## config.mk

```make
export PLATFORM = sky130hd
export DESIGN_NAME = dmem_arbiter
export DESIGN_NICKNAME = d
export VERILOG_FILES = /design/src/rtl/dmem_arbiter.sv
export SDC_FILE = /design/constraint.sdc
export NUM_CORES = 1
export LEC_CHECK = 0
export BUFFER_PORTS_ARGS = -buffer_cell sky130_fd_sc_hd__buf_2
export CAP_MARGIN = 20
export CORE_MARGIN = 3
export CORE_UTILIZATION = 44
export CTS_BUF_LIST = sky130_fd_sc_hd__clkbuf_8
export DETAILED_ROUTE_END_ITERATION = 12
export PLACE_DENSITY = 0.84
export SKIP_CTS_REPAIR_TIMING = 1
export SYNTH_ARGS = -nofsm -noshare
export SYNTH_HDL_FRONTEND = slang
export SYNTH_SLANG_ARGS = --single-unit
```

## constraint.sdc

```tcl
create_clock -name clk -period 4 [get_ports clk]
set_input_delay 0.2 -clock clk [delete_from_list [all_inputs] [get_ports clk]]
set_output_delay 0.2 -clock clk [all_outputs]
set_load 0.01 [all_outputs]
```

## src/rtl/dmem_arbiter.sv

```systemverilog
// Two-port arbiter and fixed-length sequencer for the shared data SRAM bank.
// Each access runs IDLE -> ACCESS (WAIT_CYCLES+1 cycles) -> DONE. The ack and
// the captured read data are registered and go only to the port that was granted.
module dmem_arbiter #(
    parameter int unsigned ADDR_W      = 15,
    parameter int unsigned WAIT_CYCLES = 1
) (
    input  logic              clk,
    input  logic              rst,
    input  logic              core_req,
    input  logic              core_we,
    input  logic [ADDR_W-1:0] core_addr,
    input  logic [3:0]        core_be,
    input  logic [31:0]       core_wdata,
    output logic [31:0]       core_rdata,
    output logic              core_ack,
    input  logic              dbg_req,
    input  logic              dbg_we,
    input  logic [ADDR_W-1:0] dbg_addr,
    input  logic [3:0]        dbg_be,
    input  logic [31:0]       dbg_wdata,
    output logic [31:0]       dbg_rdata,
    output logic              dbg_ack,
    output logic              sram_ce,
    output logic              sram_oe,
    output logic              sram_we,
    output logic [3:0]        sram_be,
    output logic [ADDR_W-1:0] sram_addr,
    output logic [31:0]       sram_dout,
    output logic              sram_dout_en,
    input  logic [31:0]       sram_din,
    output logic              busy
);

    localparam int unsigned CNT_W = 3;

    typedef enum logic [1:0] {IDLE, ACCESS, DONE} state_t;

    state_t            state, state_nxt;
    logic [CNT_W-1:0]  cnt, cnt_nxt;
    logic              gnt_dbg, gnt_dbg_nxt;     // grantee of the current access: 1 = dbg
    logic              last_dbg, last_dbg_nxt;   // last grant went to dbg
    logic              acc_we, acc_we_nxt;
    logic [3:0]        acc_be, acc_be_nxt;
    logic [ADDR_W-1:0] addr_nxt;
    logic [31:0]       dout_nxt;
    logic              core_cap, dbg_cap;
    logic              pick_dbg;

    // State and latched-request registers
    always_ff @(posedge clk or posedge rst) begin
        if (rst) begin
            state    <= IDLE;
            cnt      <= '0;
            gnt_dbg  <= 1'b0;
            last_dbg <= 1'b1;
            acc_we   <= 1'b0;
            acc_be   <= 4'hF;
        end else begin
            state    <= state_nxt;
            cnt      <= cnt_nxt;
            gnt_dbg  <= gnt_dbg_nxt;
            last_dbg <= last_dbg_nxt;
            acc_we   <= acc_we_nxt;
            acc_be   <= acc_be_nxt;
        end
    end

    // Arbitration, cycle counting and next-state decode
    always_comb begin
        state_nxt    = state;
        cnt_nxt      = cnt;
        gnt_dbg_nxt  = gnt_dbg;
        last_dbg_nxt = last_dbg;
        acc_we_nxt   = acc_we;
        acc_be_nxt   = acc_be;
        addr_nxt     = sram_addr;
        dout_nxt     = sram_dout;
        core_cap     = 1'b0;
        dbg_cap      = 1'b0;
        pick_dbg     = dbg_req && (!core_req || !last_dbg);
        case (state)
            IDLE: begin
                if (core_req || dbg_req) begin
                    gnt_dbg_nxt  = pick_dbg;
                    last_dbg_nxt = pick_dbg;
                    acc_we_nxt   = pick_dbg ? dbg_we    : core_we;
                    acc_be_nxt   = pick_dbg ? dbg_be    : core_be;
                    addr_nxt     = pick_dbg ? dbg_addr  : core_addr;
                    dout_nxt     = pick_dbg ? dbg_wdata : core_wdata;
                    cnt_nxt      = CNT_W'(WAIT_CYCLES);
                    state_nxt    = ACCESS;
                end
            end
            ACCESS: begin
                if (cnt != '0) begin
                    cnt_nxt = cnt - CNT_W'(1);
                end else begin
                    state_nxt = DONE;
                    core_cap  = !acc_we && !gnt_dbg;
                    dbg_cap   = !acc_we && gnt_dbg;
                end
            end
            DONE:    state_nxt = IDLE;
            default: state_nxt = IDLE;
        endcase
    end

    // Registered SRAM controls, acks and read data, decoded from the next state
    always_ff @(posedge clk or posedge rst) begin
        if (rst) begin
            sram_ce      <= 1'b1;
            sram_oe      <= 1'b1;
            sram_we      <= 1'b1;
            sram_be      <= 4'hF;
            sram_addr    <= '0;
            sram_dout    <= '0;
            sram_dout_en <= 1'b0;
            core_ack     <= 1'b0;
            dbg_ack      <= 1'b0;
            core_rdata   <= '0;
            dbg_rdata    <= '0;
            busy         <= 1'b0;
        end else begin
            sram_ce      <= (state_nxt != ACCESS);
            sram_oe      <= !((state_nxt == ACCESS) && !acc_we_nxt);
            sram_we      <= !((state_nxt == ACCESS) && acc_we_nxt);
            sram_be      <= (state_nxt == ACCESS) ? acc_be_nxt : 4'hF;
            sram_addr    <= addr_nxt;
            sram_dout    <= dout_nxt;
            sram_dout_en <= (state_nxt == ACCESS) && acc_we_nxt;
            core_ack     <= (state_nxt == DONE) && !gnt_dbg_nxt;
            dbg_ack      <= (state_nxt == DONE) && gnt_dbg_nxt;
            busy         <= (state_nxt != IDLE);
            if (core_cap) core_rdata <= sram_din;
            if (dbg_cap)  dbg_rdata  <= sram_din;
        end
    end

endmodule

```

==> results by group <==
Run status
  • Status: finished, violations left
  • Failing checks: negative hold slack

Pwr
  • Logic pwr share: 41.1%
  • Seq pwr share: 39.1%
  • Internal: 4.00 mW
  • Switch share: 36.2%
  • Clk pwr share: 19.8%
  • P_sw: 2.27 mW
  • Worst vdd ir: 0.340 mV
  • Leakage power total: roughly 4 nW
  • Total power: 6.28 mW
  • P per Cell Area: 787 nW/um^2

Detailed routing
  • First-pass DRT Iterations: 5
  • Avg WL per Cell: 16.1 um
  • Vias per Instance: ~5.0
  • Routed via count: ~4800
  • Post-route DRC: 0
  • DRT Wirelength: 15700 um
  • ANT nets after route: 0
  • Drt initial violations: 320

Synthesis
  • Post-synth ARST share: between 90% and 100%
  • Unique masters post-synth: 33
  • Syn avg cell area: 11.6 sq um
  • Synthesized flop and latch total: 134
  • Ys flop type: dfrtp_1
  • Synth warnings: 0
  • Syn Inst Count: 482
  • Number of enable flip-flop cells after synthesis: 0
  • Syn Std Cell Area: approximately 5600 sq um
  • Sequential area share after synthesis: 60.0%
  • Syn nets: 624

Setup path
  • Cell Chain, Critical Path: nor2_2 -> and2_4 -> nor2_1 -> a31oi_1 -> dlygate4sd3_1
  • Worst-path fanout max: 105
  • CP startpoint kind: flop
  • CP Data Arrival Time: slightly below 3 ns
  • Critical-path top delay cell: and2_4
  • Buf+Inv Stages, Crit Path: 1
  • CP required: between 4 and 5 ns
  • Critical path class: reg -> reg
  • Crit-path max cell delay: just over 0.8 ns
  • Crit path max-delay family: simple AND/OR/NAND/NOR gates
  • Setup crit end kind: flop

Timing
  • Tmin final: 2.60 ns
  • Post-route setup slack: 1.40 ns
  • Fin crit share: between 60% and 70%
  • Final hold vios: 43
  • Final hold slack: -0.0399 ns
  • Max Clock Skew: about 0.015 ns
  • Max Fclk: 384 MHz
  • RSZ-0062 raised after global routing: no
  • Setup TNS: 0 ns
  • Slew @ Worst Pin: 0.994 ns
  • Final setup fails: 0
  • Slew margin rel.: 33.7%
  • Slew Viols, Final: 0

Floorplan
  • Ports: 262
  • Die footprint: 14200 sq um
  • Die W: 119 um
  • Die H: 119 um
  • Core ar.: 12300 sq um
  • Initial Util: between 40% and 50%
  • Std cell rows: 40

Placed design
  • Gp weighted congestion: 0.831
  • Post-DP HPWL: 10500 um
  • Setup WS pre-CTS: ~1.7 ns
  • Port Buf Inserts: 261

Final layout
  • Antenna cells: 0
  • Most frequent cells in the layout: buf_2 (261), dfrtp_1 (122), nand2_1 (108)
  • Layout cell share with drive strength beyond 1: 48.1%
  • Post-layout nets: 932
  • Layout area overhead: 42.0%
  • Most common cell after layout, fill and taps aside: buf_2

CTS
  • TritonCTS Buffers: 17
  • Clock Latency Late Sink: 0.43 ns
  • CTS tree: yes
  • Clk root buf: clkbuf_8
  • H-tree levels: 4
  • Sink Count: 134
  • Reg clk slew, reported paths: approximately 0.080 ns
  • Max clock buf depth: 2

Global route
  • Largest net degree at the start of global routing: 106
  • First-pass GRT wire length: between 20000 and 25000 um
  • GRT overflow: 0
  • Vias in the first global route: roughly 4400
  • Gr usage total: 20.3%
  • Antenna violations before repair: 0

Run
  • Max Cap Viol: 0

Worst hold path
  • Hold crit path type: in -> async
==> flip-flops by register name, summed over array words and instances, names as in the netlist, 2 cells and up <==
| register | flops |
|---|---|
| acc_be | 4 |
| dbg_rdata | 32 |
| state | 2 |
| sram_be | 4 |
| sram_addr | 15 |
| sram_dout | 32 |
| core_rdata | 32 |
| cnt | 3 |
==> cell type report <==
type | instances | area (sq um)
clock buffers | 18 | 248
clock inverters | 14 | 198
fillers | 875 | 4290
inverters | 7 | 31.3
multi-input cells | 312 | 2030
flip-flops and latches | 134 | 3370
well taps | 168 | 210
repair buffers | 318 | 1890
==> per-layer routing <==
metal | vias to the layer above | GRT usage, % | part of all wire, %
met5 | - | 0 | 0
met4 | 0 | 7.60 | 2.5
met3 | 36 | 5.94 | 7.7
met2 | 267 | 34.6 | 50
met1 | 2260 | 24.5 | 40
li1 | 2254 | - | -
==> synthesized netlist by cell type (2+ instances only) <==
library cell	instances	share of area [%]
a21oi_1	3	0.27
a31oi_1	48	5.3
and2_1	2	0.22
and3_1	4	0.45
buf_2	12	1.1
buf_4	8	1.1
buf_6	6	1.2
clkbuf_1	3	0.20
dfrtp_1	122	54
dfstp_2	12	5.6
ha_1	2	0.45
inv_1	6	0.40
mux2_2	34	6.8
mux2_4	30	8.0
nand2_1	108	7.2
nand2b_1	2	0.22
nor2_1	57	3.8
nor2_2	2	0.22
o21ai_0	7	0.62
==> through the flow <==
stage	utilization [%]	cell area [sq um]	std cells	hold WS, ns
final	65.0	7970	971	-0.0399
after global routing	65.0	7970	971	-0.00355
after CTS	60.5	7420	918	-0.0294
after detailed placement	56.9	6980	886	0.447
after global placement	56.9	6980	886	0.443
after floorplan	-	5610	482	0.263
==> cell families (layout without fill, tap and decap cells) <==
| kind of cell | Yosys count | after routing | synth area share (%) |
|---|---|---|---|
| adder cells (fa/ha/maj) | 2 | 2 | 0.446 |
| flip-flops | 134 | 134 | 60.0 |
| AO/OA/AOI/OAI | 64 | 64 | 7.22 |
| multiplexers | 64 | 64 | 14.8 |
| AND/OR/NAND/NOR | 182 | 182 | 13.5 |
| buffers and inverters | 36 | 357 | 4.01 |
==> power groups by stage <==
stage                     sequential [mW]  clock, mW  combinational, mW
final                                2.45       1.24               2.58
after global routing                 2.53       1.33               2.81
after CTS                            2.44       1.27               2.51
after detailed placement             2.46          0               2.50
after global placement               2.43          0               2.43
after floorplan                      2.72          0               1.26
==> path summary, 6_finish.rpt <==
kind	cells after the start	from	slack (ns)	endpoint
setup / recovery	5	state[0]	1.40	sram_dout[25]
hold / removal	2	rst	-0.04	core_rdata[7]
setup reg to reg	5	state[0]	1.40	sram_dout[25]
hold reg to reg	2	cnt[1]	0.50	cnt[1]
max in group asynchronous	3	rst	3.09	dbg_rdata[22]
min in group clk	3	dbg_addr[6]	0.01	sram_addr[6]
Power figures use the tool's default switching activity.
